==> src/rtl/rv32_wb_interconnect_if.sv <==
// Signal bundle between the RV32 core's peripheral port, the Wishbone
// interconnect and the peripheral slaves.
//   master : interconnect view (takes the core request, drives the bus)
//   slave  : environment view (core side plus the Wishbone slaves)
// Core side : mem_req_i, mem_we_i, mem_addr_i, mem_data_i -> mem_data_o,
//             stall_o, err_o
// Bus side  : wb_adr_o, wb_dat_o, wb_we_o, wb_sel_o, wb_stb_o, wb_cyc_o
//             <- wb_ack_i, wb_err_i, wb_dat_i (per-slave, packed 32 bits each)
interface rv32_wb_interconnect_if #(
  parameter int unsigned N_SLAVES = 4,
  parameter int unsigned ADDR_W   = 16
);
  logic                   mem_req_i;
  logic [3:0]             mem_we_i;
  logic [31:0]            mem_addr_i;
  logic [31:0]            mem_data_i;
  logic [31:0]            mem_data_o;
  logic                   stall_o;
  logic                   err_o;
  logic [ADDR_W-1:0]      wb_adr_o;
  logic [31:0]            wb_dat_o;
  logic                   wb_we_o;
  logic [3:0]             wb_sel_o;
  logic                   wb_stb_o;
  logic [N_SLAVES-1:0]    wb_cyc_o;
  logic [N_SLAVES-1:0]    wb_ack_i;
  logic [N_SLAVES-1:0]    wb_err_i;
  logic [N_SLAVES*32-1:0] wb_dat_i;

  modport master (
    input  mem_req_i, mem_we_i, mem_addr_i, mem_data_i,
    input  wb_ack_i, wb_err_i, wb_dat_i,
    output mem_data_o, stall_o, err_o,
    output wb_adr_o, wb_dat_o, wb_we_o, wb_sel_o, wb_stb_o, wb_cyc_o
  );

  modport slave (
    output mem_req_i, mem_we_i, mem_addr_i, mem_data_i,
    output wb_ack_i, wb_err_i, wb_dat_i,
    input  mem_data_o, stall_o, err_o,
    input  wb_adr_o, wb_dat_o, wb_we_o, wb_sel_o, wb_stb_o, wb_cyc_o
  );
endinterface

==> src/rtl/rv32_wb_interconnect.sv <==
// Single-master, N-slave Wishbone B4 classic interconnect for the RV32 core's
// peripheral port. Decodes the core address against a base/mask table
// (lowest index wins on overlap), runs one registered bus cycle per request
// and stalls the core until the slave acks, errors or the bus times out.
// Decode misses complete immediately with an error.
// Ports:
//   clk_i  system clock
//   rst_i  synchronous active-high reset
//   bus    rv32_wb_interconnect_if.master (core request/response + Wishbone)
module rv32_wb_interconnect #(
  parameter int unsigned            N_SLAVES   = 4,
  parameter int unsigned            ADDR_W     = 16,
  parameter logic [N_SLAVES*32-1:0] SLAVE_BASE = {32'h0000_3000, 32'h0000_2000,
                                                  32'h0000_1000, 32'h0000_0000},
  parameter logic [N_SLAVES*32-1:0] SLAVE_MASK = {N_SLAVES{32'hFFFF_F000}},
  parameter int unsigned            TIMEOUT    = 255
) (
  input logic                    clk_i,
  input logic                    rst_i,
  rv32_wb_interconnect_if.master bus
);

  localparam int unsigned CNT_W = (TIMEOUT > 0) ? $clog2(TIMEOUT + 1) : 1;
  localparam logic [CNT_W-1:0] CNT_LAST = CNT_W'((TIMEOUT > 0) ? TIMEOUT - 1 : 0);

  typedef enum logic [1:0] {IDLE, BUSY, DONE} state_t;

  state_t              state_q, state_d;
  logic [ADDR_W-1:0]   adr_q;
  logic [31:0]         dat_q;
  logic                we_q;
  logic [3:0]          sel_q;
  logic [N_SLAVES-1:0] cyc_sel_q;
  logic [31:0]         rdata_q;
  logic                err_q;
  logic [CNT_W-1:0]    cnt_q;

  logic                hit;
  logic [N_SLAVES-1:0] hit_sel;
  logic                sel_ack;
  logic                sel_err;
  logic [31:0]         sel_dat;
  logic                timeout_hit;

  // Address decode: first matching window in index order claims the access.
  always_comb begin
    hit     = 1'b0;
    hit_sel = '0;
    for (int unsigned i = 0; i < N_SLAVES; i++) begin
      if (!hit && ((bus.mem_addr_i & SLAVE_MASK[i*32 +: 32]) == SLAVE_BASE[i*32 +: 32])) begin
        hit        = 1'b1;
        hit_sel[i] = 1'b1;
      end
    end
  end

  // Responses are qualified by the latched select so other slaves are ignored.
  always_comb begin
    sel_dat = '0;
    for (int unsigned i = 0; i < N_SLAVES; i++) begin
      if (cyc_sel_q[i]) sel_dat = sel_dat | bus.wb_dat_i[i*32 +: 32];
    end
  end

  assign sel_ack     = |(bus.wb_ack_i & cyc_sel_q);
  assign sel_err     = |(bus.wb_err_i & cyc_sel_q);
  assign timeout_hit = (TIMEOUT != 0) && (cnt_q == CNT_LAST);

  always_ff @(posedge clk_i) begin
    if (rst_i) state_q <= IDLE;
    else       state_q <= state_d;
  end

  always_comb begin
    state_d         = state_q;
    bus.stall_o     = 1'b0;
    bus.wb_stb_o    = 1'b0;
    bus.wb_cyc_o    = '0;
    bus.err_o       = 1'b0;
    bus.mem_data_o  = rdata_q;
    bus.wb_adr_o    = adr_q;
    bus.wb_dat_o    = dat_q;
    bus.wb_we_o     = we_q;
    bus.wb_sel_o    = sel_q;
    case (state_q)
      IDLE: begin
        bus.stall_o = bus.mem_req_i;
        if (bus.mem_req_i) state_d = hit ? BUSY : DONE;
      end
      BUSY: begin
        bus.stall_o  = 1'b1;
        bus.wb_stb_o = 1'b1;
        bus.wb_cyc_o = cyc_sel_q;
        if (sel_ack || sel_err || timeout_hit) state_d = DONE;
      end
      DONE: begin
        // The request still visible here is the one being retired.
        bus.err_o = err_q;
        state_d   = IDLE;
      end
      default: state_d = IDLE;
    endcase
  end

  always_ff @(posedge clk_i) begin
    if (rst_i) begin
      adr_q     <= '0;
      dat_q     <= '0;
      we_q      <= 1'b0;
      sel_q     <= '0;
      cyc_sel_q <= '0;
      rdata_q   <= '0;
      err_q     <= 1'b0;
      cnt_q     <= '0;
    end else begin
      case (state_q)
        IDLE: begin
          if (bus.mem_req_i) begin
            cnt_q <= '0;
            if (hit) begin
              adr_q     <= bus.mem_addr_i[ADDR_W-1:0];
              dat_q     <= bus.mem_data_i;
              we_q      <= |bus.mem_we_i;
              sel_q     <= (|bus.mem_we_i) ? bus.mem_we_i : 4'hF;
              cyc_sel_q <= hit_sel;
            end else begin
              err_q   <= 1'b1;
              rdata_q <= '0;
            end
          end
        end
        BUSY: begin
          cnt_q <= cnt_q + 1'b1;
          // Priority: slave error, then ack, then timeout.
          if (sel_err) begin
            err_q   <= 1'b1;
            rdata_q <= '0;
          end else if (sel_ack) begin
            err_q   <= 1'b0;
            rdata_q <= we_q ? '0 : sel_dat;
          end else if (timeout_hit) begin
            err_q   <= 1'b1;
            rdata_q <= '0;
          end
        end
        default: ;
      endcase
    end
  end

endmodule

==> src/flat_wrapper.sv <==
// flat-port wrapper written by rule: the top's interface ports become plain ports
module rv32_wb_interconnect_flat 
#(
  parameter int unsigned            N_SLAVES   = 4,
  parameter int unsigned            ADDR_W     = 16,
  parameter logic [N_SLAVES*32-1:0] SLAVE_BASE = {32'h0000_3000, 32'h0000_2000,
                                                  32'h0000_1000, 32'h0000_0000},
  parameter logic [N_SLAVES*32-1:0] SLAVE_MASK = {N_SLAVES{32'hFFFF_F000}},
  parameter int unsigned            TIMEOUT    = 255
)
  (clk_i, rst_i, bus_mem_req_i, bus_mem_we_i, bus_mem_addr_i, bus_mem_data_i, bus_wb_ack_i, bus_wb_err_i, bus_wb_dat_i, bus_mem_data_o, bus_stall_o, bus_err_o, bus_wb_adr_o, bus_wb_dat_o, bus_wb_we_o, bus_wb_sel_o, bus_wb_stb_o, bus_wb_cyc_o);
  rv32_wb_interconnect_if #(.N_SLAVES(N_SLAVES), .ADDR_W(ADDR_W)) bus_i ();
  input logic clk_i;
  input logic rst_i;
  input wire logic [$bits(bus_i.mem_req_i)-1:0] bus_mem_req_i;
  input wire logic [$bits(bus_i.mem_we_i)-1:0] bus_mem_we_i;
  input wire logic [$bits(bus_i.mem_addr_i)-1:0] bus_mem_addr_i;
  input wire logic [$bits(bus_i.mem_data_i)-1:0] bus_mem_data_i;
  input wire logic [$bits(bus_i.wb_ack_i)-1:0] bus_wb_ack_i;
  input wire logic [$bits(bus_i.wb_err_i)-1:0] bus_wb_err_i;
  input wire logic [$bits(bus_i.wb_dat_i)-1:0] bus_wb_dat_i;
  output wire logic [$bits(bus_i.mem_data_o)-1:0] bus_mem_data_o;
  output wire logic [$bits(bus_i.stall_o)-1:0] bus_stall_o;
  output wire logic [$bits(bus_i.err_o)-1:0] bus_err_o;
  output wire logic [$bits(bus_i.wb_adr_o)-1:0] bus_wb_adr_o;
  output wire logic [$bits(bus_i.wb_dat_o)-1:0] bus_wb_dat_o;
  output wire logic [$bits(bus_i.wb_we_o)-1:0] bus_wb_we_o;
  output wire logic [$bits(bus_i.wb_sel_o)-1:0] bus_wb_sel_o;
  output wire logic [$bits(bus_i.wb_stb_o)-1:0] bus_wb_stb_o;
  output wire logic [$bits(bus_i.wb_cyc_o)-1:0] bus_wb_cyc_o;
  assign bus_i.mem_req_i = bus_mem_req_i;
  assign bus_i.mem_we_i = bus_mem_we_i;
  assign bus_i.mem_addr_i = bus_mem_addr_i;
  assign bus_i.mem_data_i = bus_mem_data_i;
  assign bus_i.wb_ack_i = bus_wb_ack_i;
  assign bus_i.wb_err_i = bus_wb_err_i;
  assign bus_i.wb_dat_i = bus_wb_dat_i;
  assign bus_mem_data_o = bus_i.mem_data_o;
  assign bus_stall_o = bus_i.stall_o;
  assign bus_err_o = bus_i.err_o;
  assign bus_wb_adr_o = bus_i.wb_adr_o;
  assign bus_wb_dat_o = bus_i.wb_dat_o;
  assign bus_wb_we_o = bus_i.wb_we_o;
  assign bus_wb_sel_o = bus_i.wb_sel_o;
  assign bus_wb_stb_o = bus_i.wb_stb_o;
  assign bus_wb_cyc_o = bus_i.wb_cyc_o;
  rv32_wb_interconnect #(.N_SLAVES(N_SLAVES), .ADDR_W(ADDR_W), .SLAVE_BASE(SLAVE_BASE), .SLAVE_MASK(SLAVE_MASK), .TIMEOUT(TIMEOUT)) u_core (.clk_i(clk_i), .rst_i(rst_i), .bus(bus_i));
endmodule
==> config.mk <==
export PLATFORM = sky130hd
export DESIGN_NAME = rv32_wb_interconnect_flat
export DESIGN_NICKNAME = d
export VERILOG_FILES = /design/src/rtl/rv32_wb_interconnect_if.sv /design/src/rtl/rv32_wb_interconnect.sv /design/src/flat_wrapper.sv
export SDC_FILE = /design/constraint.sdc
export NUM_CORES = 1
export LEC_CHECK = 0
export CAP_MARGIN = 0
export CORE_ASPECT_RATIO = 1.1
export CORE_MARGIN = 3
export CORE_UTILIZATION = 42
export DETAILED_ROUTE_END_ITERATION = 12
export HOLD_SLACK_MARGIN = 0.08
export PLACE_DENSITY = 0.86
export SYNTH_ARGS = -nofsm -noshare
export SYNTH_HDL_FRONTEND = slang
export SYNTH_SLANG_ARGS = --single-unit
==> constraint.sdc <==
create_clock -name clk_i -period 5 [get_ports clk_i]
set_input_delay 1 -clock clk_i [delete_from_list [all_inputs] [get_ports clk_i]]
set_output_delay 1 -clock clk_i [all_outputs]
set_load 0.05 [all_outputs]
# Word level (Yosys, flattened, before mapping)
# Index checks and enable logic that the tools add are counted.
# op_classes
order_cmp,0
n_reduce_logical,18
n_div,0
n_mul,0
eq_ne,10
n_shift,0
n_addsub,1
mux,35
bitwise,5
# ops
op,n
two-way mux 32 bit,10
bitwise OR 32 bit,3
case mux 32 bit (2 select lines),1
"== test 20 x 2 -> 1 bit, second input constant",2
logical NOT 32 bit,1
"== test 20 x 1 -> 1 bit, second input constant",1
case mux 8 bit (2 select lines),1
two-way mux 1 bit,14
OR reduction 4 bit,3
"adder 8 x 1 -> 8 bit, second input constant",1
AND 4 bit,2
"== test 8 bit, second input constant",1
two-way mux 4 bit,2
two-way mux 8 bit,1
two-way mux 2 bit,3
"inequality test 2 bit, second input constant",2
"inequality test 4 x 1 -> 1 bit, second input constant",1
case mux 1 bit (2 select lines),2
case mux 2 bit (2 select lines),1
AND reduction 2 bit,2
AND reduction 4 bit,1
logical AND 1 bit,3
logical NOT 1 bit,3
AND reduction 3 bit,1
other kinds (6),7
# totals
latch_bits,0
memories,0
inputBits,207
ram_bits,0
out_inout_bits,92
mem_bits_ro,0
wordCells,78
register_bits,100

# Logic depth before layout (Yosys ltp)
# depth
ltp_word,14
ltp_mapped,8
depth_no_buf,6

# Worst setup path before layout
# OpenSTA, ideal clock, no wires.
# synth_timing
kind,reg-to-output
startpoint,reg u_core.state_q[1]
endpoint,out bus_wb_cyc_o[0]
arrival_ps,1807
required_ps,4000
path_stages_with_launch,5
path_buffers,1
slack_ps,2193
cell_sequence,dfxtp_1 -> nand2b_1 -> inv_1 -> clkbuf_1 -> and2_1
# synth_between
elab_chain_len,2
# synth_lines
element,line,source
start: declaration,rv32_wb_interconnect.sv:28,"state_t state_q, state_d;"
start signal: assignment,rv32_wb_interconnect.sv:71,else state_q <= state_d;
== test 2 x 1 -> 1 bit,rv32_wb_interconnect.sv:85,case (state_q)
two-way mux 4 bit,rv32_wb_interconnect.sv:85,
end: declaration,flat_wrapper.sv:30,output wire logic [$bits(bus_i.wb_cyc_o)-1:0] bus_wb_cyc_o;
# Every way passes these cells.

# Worst setup path after layout
# layout_timing
startpoint,in bus_mem_req_i
endpoint,out bus_stall_o
# layout_between
elab_chain_len,1
# layout_lines
element,line,source
start: declaration,flat_wrapper.sv:15,input wire logic [$bits(bus_i.mem_req_i)-1:0] bus_mem_req_i;
case mux 1 bit (2 select lines),rv32_wb_interconnect.sv:85,
end: declaration,flat_wrapper.sv:23,output wire logic [$bits(bus_i.stall_o)-1:0] bus_stall_o;
# Every way passes these cells.

==> reports/metrics.yaml <==
status: "completed"
gp_congestion: 0.787
synth.most_common_cell: "dfxtp_1"
rows: 42
synth_area_leaders: "dfxtp_1 37%, nand4_1 9.4%, a22oi_1 9.1%, o31ai_1 6.4%, o311ai_1 4.8%"
syn_nets: 898
synth_area_leader_cell: "dfxtp_1"
powerDensity_nw_per_um2: 198
grt-ovfl-total: 0
period_minus_slack_ns: 3.85
dp.cells: 1068
rsz0062_at_grt: "false"
hold_class: "reg2reg"
start_util_pct: 44.0
netlist_area_um2: 5430
die_h_um: 125
synth_edf_count: 0
fillers: 1021
grt_max_degree: 74
dieArea_um2: 14300
ctsResizeCount: 0
die_w_um: 114
maxSlewViolCount: 0
synthDominantCellAreaShare_pct: 36.9
cts_buffers: 9
syn_inst: 689
drc: 0
slew_headroom_pct: 24.0
critPathKind: "in2out"
vias_per_cell: 5.96
drv_cap: 0
clock-root-buffer: "clkbuf_16"
routed_wl_um: 20600
fmax_mhz: 260
fin_cells: 1084
async_flop_share_pct: 0
numPortBuffers: 298
crit_top_cell: "clkdlybuf4s50_1"
slowest_stage: "clkdlybuf4s50_1"
tns_ns: 0
final_antenna_net_count: 0
synthTopCellsByCount: "100 x dfxtp_1, 82 x nand4_1, 66 x a22oi_1"
crit_path_start_kind: "input pin"
grt_pass1_vias: 6237
routedWlPerCell_um: 19.0
final_util_pct: 70.2
required_ns: 4.00
htreeDepth: 3
hpwl_um: 14200
holdWs_ns: 0.467
cts_tree: "built"
io_pins: 299
cts_setup_buffers: 0
clock_latency_ns: 0.35
first_pass_iters: 5
num_vias: 6457
avgSynthCellArea_um2: 7.88
ctsHoldBuffers: 0
worstPathMaxFanout: 5
first_iter_violations: 501
ys.flop_type: "dfxtp_1"
core_area_um2: 12300
yosysWarnings: 0
p_leak_nw: 2.87
crit_chain: "clkdlybuf4s50_1, nor2_1, or2_2, inv_1, clkdlybuf4s50_1"
grt_pass1_wl_um: 31900
arrival_ns: 2.85
drive_gt1_share_pct: 4.84
cpPeakStageDelay_ns: 0.84
yosysSeqAreaShare_pct: 36.9
synth-seq-cells: 100
finalCritPeriodShare_pct: 77.0
clock_sinks: 100
clk_path_buf_depth: 2
peakVddDrop_mv: 0.156
antenna_found_initial: 0
track_usage_pct: 27.2
finalHoldViolations: 0
layout.nets: 1134
syn_to_final_growth_pct: 59.7
finalSetupViolCount: 0
n_antenna_cell: 0
skew_ns: 0.0150
ys_types: 45
power.total_mw: 1.71
clkTransAtPathRegs_ns: 0.07
worstMarginPinSlew_ns: 1.14
cp-end-kind: "primary output"
stage by stage:
| step | instance area [um2] | setup slack, ns |
|---|---|---|
| after floorplan | 5430 | 2.19 |
| after global placement | 8380 | 1.16 |
| after detailed placement | 8380 | 1.14 |
| after CTS | 8670 | 1.14 |
| after global routing | 8670 | 1.06 |
| final | 8670 | 1.15 |
registers in the layout (all words and copies together), names as in the netlist:
signal / cells
u_core.bus.mem_data_o: 32
u_core.bus.wb_dat_o: 32
u_core.state_q: 2
u_core.bus.wb_sel_o: 4
u_core.bus.wb_adr_o: 16
u_core.cyc_sel_q: 4
u_core.err_q: 1
u_core.cnt_q: 8
u_core.bus.wb_we_o: 1
logic make-up (layout without fill, tap and decap cells):
| logic type | count (synthesis) | count (layout) | share of synthesized area [%] |
|---|---|---|---|
| AND/OR/NAND/NOR | 237 | 237 | 23.1 |
| AO/OA/AOI/OAI | 218 | 218 | 29.2 |
| buffers and inverters | 126 | 367 | 9.24 |
| flip-flops | 100 | 100 | 36.9 |
| multiplexers | 5 | 5 | 1.04 |
| adder cells (fa/ha/maj) | 2 | 2 | 0.461 |
| XOR/XNOR | 1 | 1 | 0.161 |
area by class of cell:
cell class | instances | area (um2) | share of cell area, %
Sequential cell | 100 | 2000 | 23.1
Multi-Input combinational cell | 463 | 2960 | 34.1
Clock buffer | 10 | 229 | 2.64
Timing Repair Buffer | 311 | 3080 | 35.5
Tap cell | 154 | 193 | 2.22
Inverter | 40 | 150 | 1.73
Clock inverter | 6 | 61.3 | 0.707
metal layers:
layer	vias to the layer above	track usage, %	wire length (um)
met3	34	8.31	2240
li1	3105	-	-
met1	2980	33.3	8080
met4	0	11.5	655
met5	-	0	0
met2	338	43.9	9610
power breakdown:
part           leakage (nW)  switching, mW  internal (mW)
clock network         0.138          0.336          0.349
registers             0.805        0.00119          0.797
logic                  1.92         0.0811          0.150
final timing paths:
kind	startpoint	to	depth (start not counted)	slack, ns
hold reg to reg	u_core.bus.wb_dat_o[23]	u_core.bus.wb_dat_o[23]	2	0.47
setup / recovery	bus_mem_req_i	bus_stall_o	5	1.15
hold / removal	u_core.bus.wb_dat_o[23]	u_core.bus.wb_dat_o[23]	2	0.47
setup reg to reg	u_core.cyc_sel_q[2]	u_core.bus.mem_data_o[3]	6	2.55
worst max-delay path, delay by kind of cell:
| family | cells | cell delay, ns |
|---|---|---|
| buf+inv | 3 | 1.49 |
| simple gates | 2 | 0.35 |
cell usage in the layout (no fill, tap or decap), drive strengths merged, types with 2 or more instances in the layout:
master,n
a21oi,51
a22o,2
a22oi,66
a311oi,5
a31oi,6
and2,7
buf,14
clkbuf,10
clkdlybuf4s50,297
clkinv,4
dfxtp,100
ha,2
inv,41
mux2,2
mux2i,3
nand2,37
nand2b,4
nand3,38
nand4,82
nor2,45
nor3,7
nor3b,2
nor4,4
o211a,3
o311ai,33
o31ai,46
or2,2
or3,2
or3b,3
Power figures use the tool's default switching activity.
